==> config.mk <==
export PLATFORM = sky130hd
export DESIGN_NAME = pci_initiator_ctrl
export DESIGN_NICKNAME = d
export VERILOG_FILES = /design/src/rtl/pci_initiator_ctrl.sv
export SDC_FILE = /design/constraint.sdc
export NUM_CORES = 1
export LEC_CHECK = 0
export CAP_MARGIN = 20
export CORE_MARGIN = 2
export CORE_UTILIZATION = 57
export CTS_CLUSTER_DIAMETER = 50
export DETAILED_ROUTE_END_ITERATION = 7
export DONT_BUFFER_PORTS = 1
export GPL_ROUTABILITY_DRIVEN = 0
export PLACE_DENSITY = 0.75
export SYNTH_ARGS = -nofsm -noshare
export SYNTH_HDL_FRONTEND = slang
export SYNTH_SLANG_ARGS = --single-unit
==> constraint.sdc <==
create_clock -name clk -period 1.7 [get_ports clk]
set_clock_uncertainty 0.15 [all_clocks]
set_input_delay 0.34 -clock clk [delete_from_list [all_inputs] [get_ports clk]]
set_output_delay 0.34 -clock clk [all_outputs]
set_load 0.01 [all_outputs]
==> src/rtl/pci_initiator_ctrl.sv <==
// PCI bus-master sequencer: arbiter request, address phase, burst data phases,
// turnaround, with master-abort (no DEVSEL#) and target-stop handling.
module pci_initiator_ctrl #(
  parameter int DATA_W    = 32,
  parameter int LEN_W     = 4,
  parameter int DEVSEL_TO = 5
) (
  input  logic              clk,
  input  logic              rst,
  input  logic              start,
  input  logic [3:0]        cmd,
  input  logic [DATA_W-1:0] addr,
  input  logic [LEN_W-1:0]  burst_len,
  input  logic [3:0]        be_n,
  input  logic [DATA_W-1:0] wr_data,
  output logic              data_ack,
  output logic [DATA_W-1:0] rd_data,
  output logic              busy,
  output logic              done,
  output logic              master_abort,
  output logic              retry,
  output logic              req_n,
  input  logic              gnt_n,
  input  logic              bus_frame_n,
  input  logic              bus_irdy_n,
  output logic              frame_n,
  output logic              irdy_n,
  output logic              ctl_oe,
  output logic [DATA_W-1:0] ad_out,
  input  logic [DATA_W-1:0] ad_in,
  output logic              ad_oe,
  output logic [3:0]        cbe_n,
  input  logic              trdy_n,
  input  logic              devsel_n,
  input  logic              stop_n
);

  localparam int CW = $clog2(DEVSEL_TO + 1);

  typedef enum logic [2:0] {IDLE, REQ, ADDR, DATA, STOP, TURN} state_t;

  state_t            state, state_d;
  logic [3:0]        cmd_q, cmd_d;
  logic [DATA_W-1:0] addr_q, addr_d;
  logic [LEN_W-1:0]  rem_q, rem_d;
  logic [CW-1:0]     dsel_q, dsel_d;
  logic              moved_q, moved_d;

  logic              req_n_d, frame_n_d, irdy_n_d, ctl_oe_d, ad_oe_d;
  logic [DATA_W-1:0] ad_out_d, rd_data_d;
  logic [3:0]        cbe_n_d;
  logic              data_ack_d, busy_d, done_d, master_abort_d, retry_d;
  logic              xfer, is_wr, to_turn;

  always_comb begin
    state_d        = state;
    cmd_d          = cmd_q;
    addr_d         = addr_q;
    rem_d          = rem_q;
    dsel_d         = dsel_q;
    moved_d        = moved_q;
    req_n_d        = req_n;
    frame_n_d      = frame_n;
    irdy_n_d       = irdy_n;
    ctl_oe_d       = ctl_oe;
    ad_out_d       = ad_out;
    ad_oe_d        = ad_oe;
    cbe_n_d        = cbe_n;
    rd_data_d      = rd_data;
    busy_d         = busy;
    master_abort_d = master_abort;
    retry_d        = retry;
    data_ack_d     = 1'b0;
    done_d         = 1'b0;
    to_turn        = 1'b0;
    is_wr          = cmd_q[0];
    xfer           = !irdy_n && !trdy_n;

    case (state)
      IDLE: begin
        if (start) begin
          cmd_d          = cmd;
          addr_d         = addr;
          rem_d          = (burst_len == '0) ? LEN_W'(1) : burst_len;
          moved_d        = 1'b0;
          busy_d         = 1'b1;
          req_n_d        = 1'b0;
          master_abort_d = 1'b0;
          retry_d        = 1'b0;
          state_d        = REQ;
        end
      end
      REQ: begin
        if (!gnt_n && bus_frame_n && bus_irdy_n) begin
          ctl_oe_d  = 1'b1;
          frame_n_d = 1'b0;
          ad_out_d  = addr_q;
          ad_oe_d   = 1'b1;
          cbe_n_d   = cmd_q;
          req_n_d   = 1'b1;
          state_d   = ADDR;
        end
      end
      ADDR: begin
        irdy_n_d = 1'b0;
        cbe_n_d  = be_n;
        ad_oe_d  = is_wr;
        if (is_wr) ad_out_d = wr_data;
        dsel_d   = '0;
        if (rem_q == LEN_W'(1)) frame_n_d = 1'b0 | 1'b1;
        state_d  = DATA;
      end
      DATA: begin
        if (xfer) begin
          rem_d      = rem_q - 1'b1;
          moved_d    = 1'b1;
          data_ack_d = 1'b1;
          cbe_n_d    = be_n;
          if (is_wr) ad_out_d = wr_data;
          else       rd_data_d = ad_in;
        end
        // A transfer on the final phase wins over a simultaneous stop.
        if (xfer && rem_q == LEN_W'(1)) begin
          to_turn = 1'b1;
        end else if (!stop_n) begin
          frame_n_d = 1'b1;
          retry_d   = !(moved_q || xfer);
          state_d   = STOP;
        end else begin
          if (xfer && rem_q == LEN_W'(2)) frame_n_d = 1'b1;
          if (devsel_n) begin
            if (dsel_q == CW'(DEVSEL_TO - 1)) begin
              master_abort_d = 1'b1;
              to_turn        = 1'b1;
            end else begin
              dsel_d = dsel_q + 1'b1;
            end
          end else begin
            dsel_d = '0;
          end
        end
      end
      STOP: to_turn = 1'b1;
      TURN: begin
        ctl_oe_d = 1'b0;
        done_d   = 1'b1;
        busy_d   = 1'b0;
        state_d  = IDLE;
      end
      default: state_d = IDLE;
    endcase

    if (to_turn) begin
      frame_n_d = 1'b1;
      irdy_n_d  = 1'b1;
      ad_oe_d   = 1'b0;
      cbe_n_d   = '1;
      state_d   = TURN;
    end
  end

  always_ff @(posedge clk) begin
    if (rst) begin
      state        <= IDLE;
      cmd_q        <= '0;
      addr_q       <= '0;
      rem_q        <= '0;
      dsel_q       <= '0;
      moved_q      <= 1'b0;
      req_n        <= 1'b1;
      frame_n      <= 1'b1;
      irdy_n       <= 1'b1;
      ctl_oe       <= 1'b0;
      ad_out       <= '0;
      ad_oe        <= 1'b0;
      cbe_n        <= '1;
      rd_data      <= '0;
      busy         <= 1'b0;
      master_abort <= 1'b0;
      retry        <= 1'b0;
      data_ack     <= 1'b0;
      done         <= 1'b0;
    end else begin
      state        <= state_d;
      cmd_q        <= cmd_d;
      addr_q       <= addr_d;
      rem_q        <= rem_d;
      dsel_q       <= dsel_d;
      moved_q      <= moved_d;
      req_n        <= req_n_d;
      frame_n      <= frame_n_d;
      irdy_n       <= irdy_n_d;
      ctl_oe       <= ctl_oe_d;
      ad_out       <= ad_out_d;
      ad_oe        <= ad_oe_d;
      cbe_n        <= cbe_n_d;
      rd_data      <= rd_data_d;
      busy         <= busy_d;
      master_abort <= master_abort_d;
      retry        <= retry_d;
      data_ack     <= data_ack_d;
      done         <= done_d;
    end
  end

endmodule

==> run metrics <==
run status=finished with violations; violations in the final reports=hold timing, setup timing; CTS Buffer Depth=2; number of buffers added on ports=0; maximum net fanout on the critical path=5; Boundary Pins=195; max-cap viol count=0; initial antenna violation count=0; synthesized-area fraction occupied by ao, oa, aoi and oai cells=25.21%; data required time of the critical path=1930 ps; total negative slack=-45.39 ps; number of synthesized flops with an enable pin=0; Synth Flop Type=dfxtp_1; total routing usage reported by global routing=26.80%; simple-gate portion of the synthesized area=20.44%; Via Count=4885; ratio of final minimum period to clock period=100.9%; number of instances in the placed design=769; clock slew seen by the registers of the worst setup and hold paths=60 ps; area growth from synthesis to layout=20.72%; Worst Hold Class=in2reg; dpl hpwl=9.017 mm; register bit total from synthesis=125; leading cell type in the layout, fill and taps excluded=nand2_1; worst path bufs/invs=0; CTS buffer count=17; cell-by-cell trace of the critical path=or4_4 -> o2111a_1 -> o21ai_1 -> o32ai_2; count of standard-cell rows=35; area of the die=10190 um2; top-area cell type share of the netlist area=46.73%; number of H-tree levels=4; post-route antenna net violation count=0; starting DRC count in detailed routing=268; commonest non-fill, non-tap cells in the layout=209 x nand2_1, 120 x dfxtp_1, 107 x a21oi_1; min Tclk post-route=1715 ps; relative max-transition margin=74.36%; Routed wire per std cell=17.66 um; Post-layout nets=808; actual slew at the worst max-slew pin=379.1 ps; top cells by area in the synthesized netlist=dfxtp_1 47%, nand2_1 15%, a21oi_1 11%; drt pass-1 iters=5; XOR/XNOR share of the synthesized area=0%; Slew Viols, Final=0; quantity of hold-fixing buffers added after cts=6; Final Setup Violations=5; largest area contributor in the synthesized netlist=dfxtp_1; unique cell type count in the Yosys netlist=50; kind of end point of the critical path=register; power density over the cells=1112 nW/um2; placeable core area=9196 um2; synthesized netlist cell count=672; layout cell share with drive strength beyond 1=15.16%; CTS tree=done; global-route wire length before repair=21.57 mm; synthesized area per cell=7.969 um2; via count of the first global-routing pass=4645; YS warnings=0; crit path kind=reg2reg; combinational family with the most area after synthesis=compound AO/OA/AOI/OAI gates; standard cell with the maximum stage delay on the critical path=or4_4; biggest cell delay along the critical path=560 ps; Arr. time, crit path=1950 ps; diode insertion count for antenna repair=0; mux cell area share after synthesis=1.121%; x dimension of the die=100.9 um; net count of the mapped netlist=794; DR vias/cell=6.031; clock insertion delay at the later pin of the skew report=500 ps; RSZ-0062 raised after global routing=yes; largest net degree at the start of global routing=120; adder and majority cell fraction of the synthesized area=1.168%; final hold slack=-240.7 ps; sequential fraction of the synthesis area=46.73%; IR Drop Worst-Case VDD=0.6299 mV; ys async rst share=0%; gr ovfl total=0; f_max=583.1 MHz; Final Hold Violating Endpoints=121; Die Span Y=100.9 um; mapped cell area=5355 um2; static leakage=0.002201 uW; setup slack of the critical path after layout=-15.02 ps; Clock Root Buffer=clkbuf_8; post-route DRC violation count=0; number of sinks handled by clock tree synthesis=125; final standard cell count with taps included and fillers excluded=810; cell family with the largest share of critical-path delay=simple AND/OR/NAND/NOR gates; kind of start point of the critical path=register; starting density of the core=58.23%; routed wire length=14.30 mm
repair_timing:
item,CTS,global route
pin swaps,8,4
setup buffers,0,1
hold endpoints to repair,123,122
gates cloned,0,2
endpoints found under the setup margin,55,101
resized for setup,10,20
synth_stat cells, types with 2 or more instances:
library cell / instances
nor4_1: 2
and3b_1: 2
nand3_1: 3
ha_1: 5
dfxtp_1: 125
buf_2: 27
inv_1: 8
o211ai_1: 4
mux2i_1: 6
o21a_1: 2
clkbuf_1: 23
nand3b_1: 8
a211o_1: 33
o311ai_1: 4
buf_6: 3
o32ai_2: 2
nand2b_1: 3
o21ai_0: 15
a22oi_1: 2
a31oi_1: 2
nor3_1: 5
nor2_1: 9
a21o_1: 2
nand2_1: 209
o21ai_1: 26
a21oi_1: 115
or3_1: 4
per-layer routing:
layer	routed length (um)	track usage, %	vias up	part of all wire (%)
met5	0	0	-	0
met3	1185	9.085	16	8.3
li1	-	-	2355	-
met4	180	11.75	0	1.3
met2	7221	45.49	224	50
met1	5715	30.61	2290	40
registers in the layout (all words and copies together), names as in the netlist:
signal / flops
ad_out: 32
addr_q: 32
rd_data: 32
cbe_n: 4
cmd_q: 4
rem_q: 4
dsel_q: 3
state: 3
ad_oe: 1
busy: 1
ctl_oe: 1
data_ack: 1
done: 1
frame_n: 1
irdy_n: 1
master_abort: 1
moved_q: 1
req_n: 1
retry: 1
logic make-up (layout without fill, tap and decap cells):
logic type | count (synthesis) | count (layout)
fa+ha+maj | 5 | 5
compound gates | 220 | 220
flops | 125 | 125
buf+inv | 61 | 88
simple gates | 255 | 255
mux | 6 | 6
path summary, 6_finish.rpt:
| path | endpoint | depth (start not counted) | slack, ps | start |
|---|---|---|---|---|
| worst max register to register | dsel_q[2] | 4 | -20 | irdy_n |
| worst max-delay path | dsel_q[2] | 4 | -20 | irdy_n |
| worst min register to register | addr_q[11] | 2 | 300 | addr_q[11] |
| worst min-delay path | busy | 1 | -240 | rst |
report_power, final:
part	leakage [uW]	internal [uW]	switching, uW
clock	0.000300	2330	1330
sequential	0.00102	3010	65.7
combinational	0.000886	204	244
total	0.00220	5550	1640
layout make-up:
type / instances / area (um2)
Multi-Input combinational cell: 486 / 2673
Timing Repair Buffer: 48 / 505.5
Inverter: 8 / 30.03
Clock inverter: 12 / 161.4
Tap cell: 111 / 138.9
Fill cell: 727 / 2731
Clock buffer: 20 / 445.4
Sequential cell: 125 / 2511
metrics by stage:
stage	total power, uW	cell area [um2]	setup WS, ps	util [%]	hold slack (ps)
final	7188	6465	-15.02	70.30	-240.7
after global routing	7431	6465	-67.35	70.30	-279.7
after CTS	7198	6330	-22.97	68.83	-277.3
after detailed placement	3537	5642	-47.40	61.35	269.6
after global placement	3521	5642	3.660	61.35	268.3
after floorplan	3430	5356	12.76	-	268.7
No activity file was read; power rests on OpenSTA's default activity.
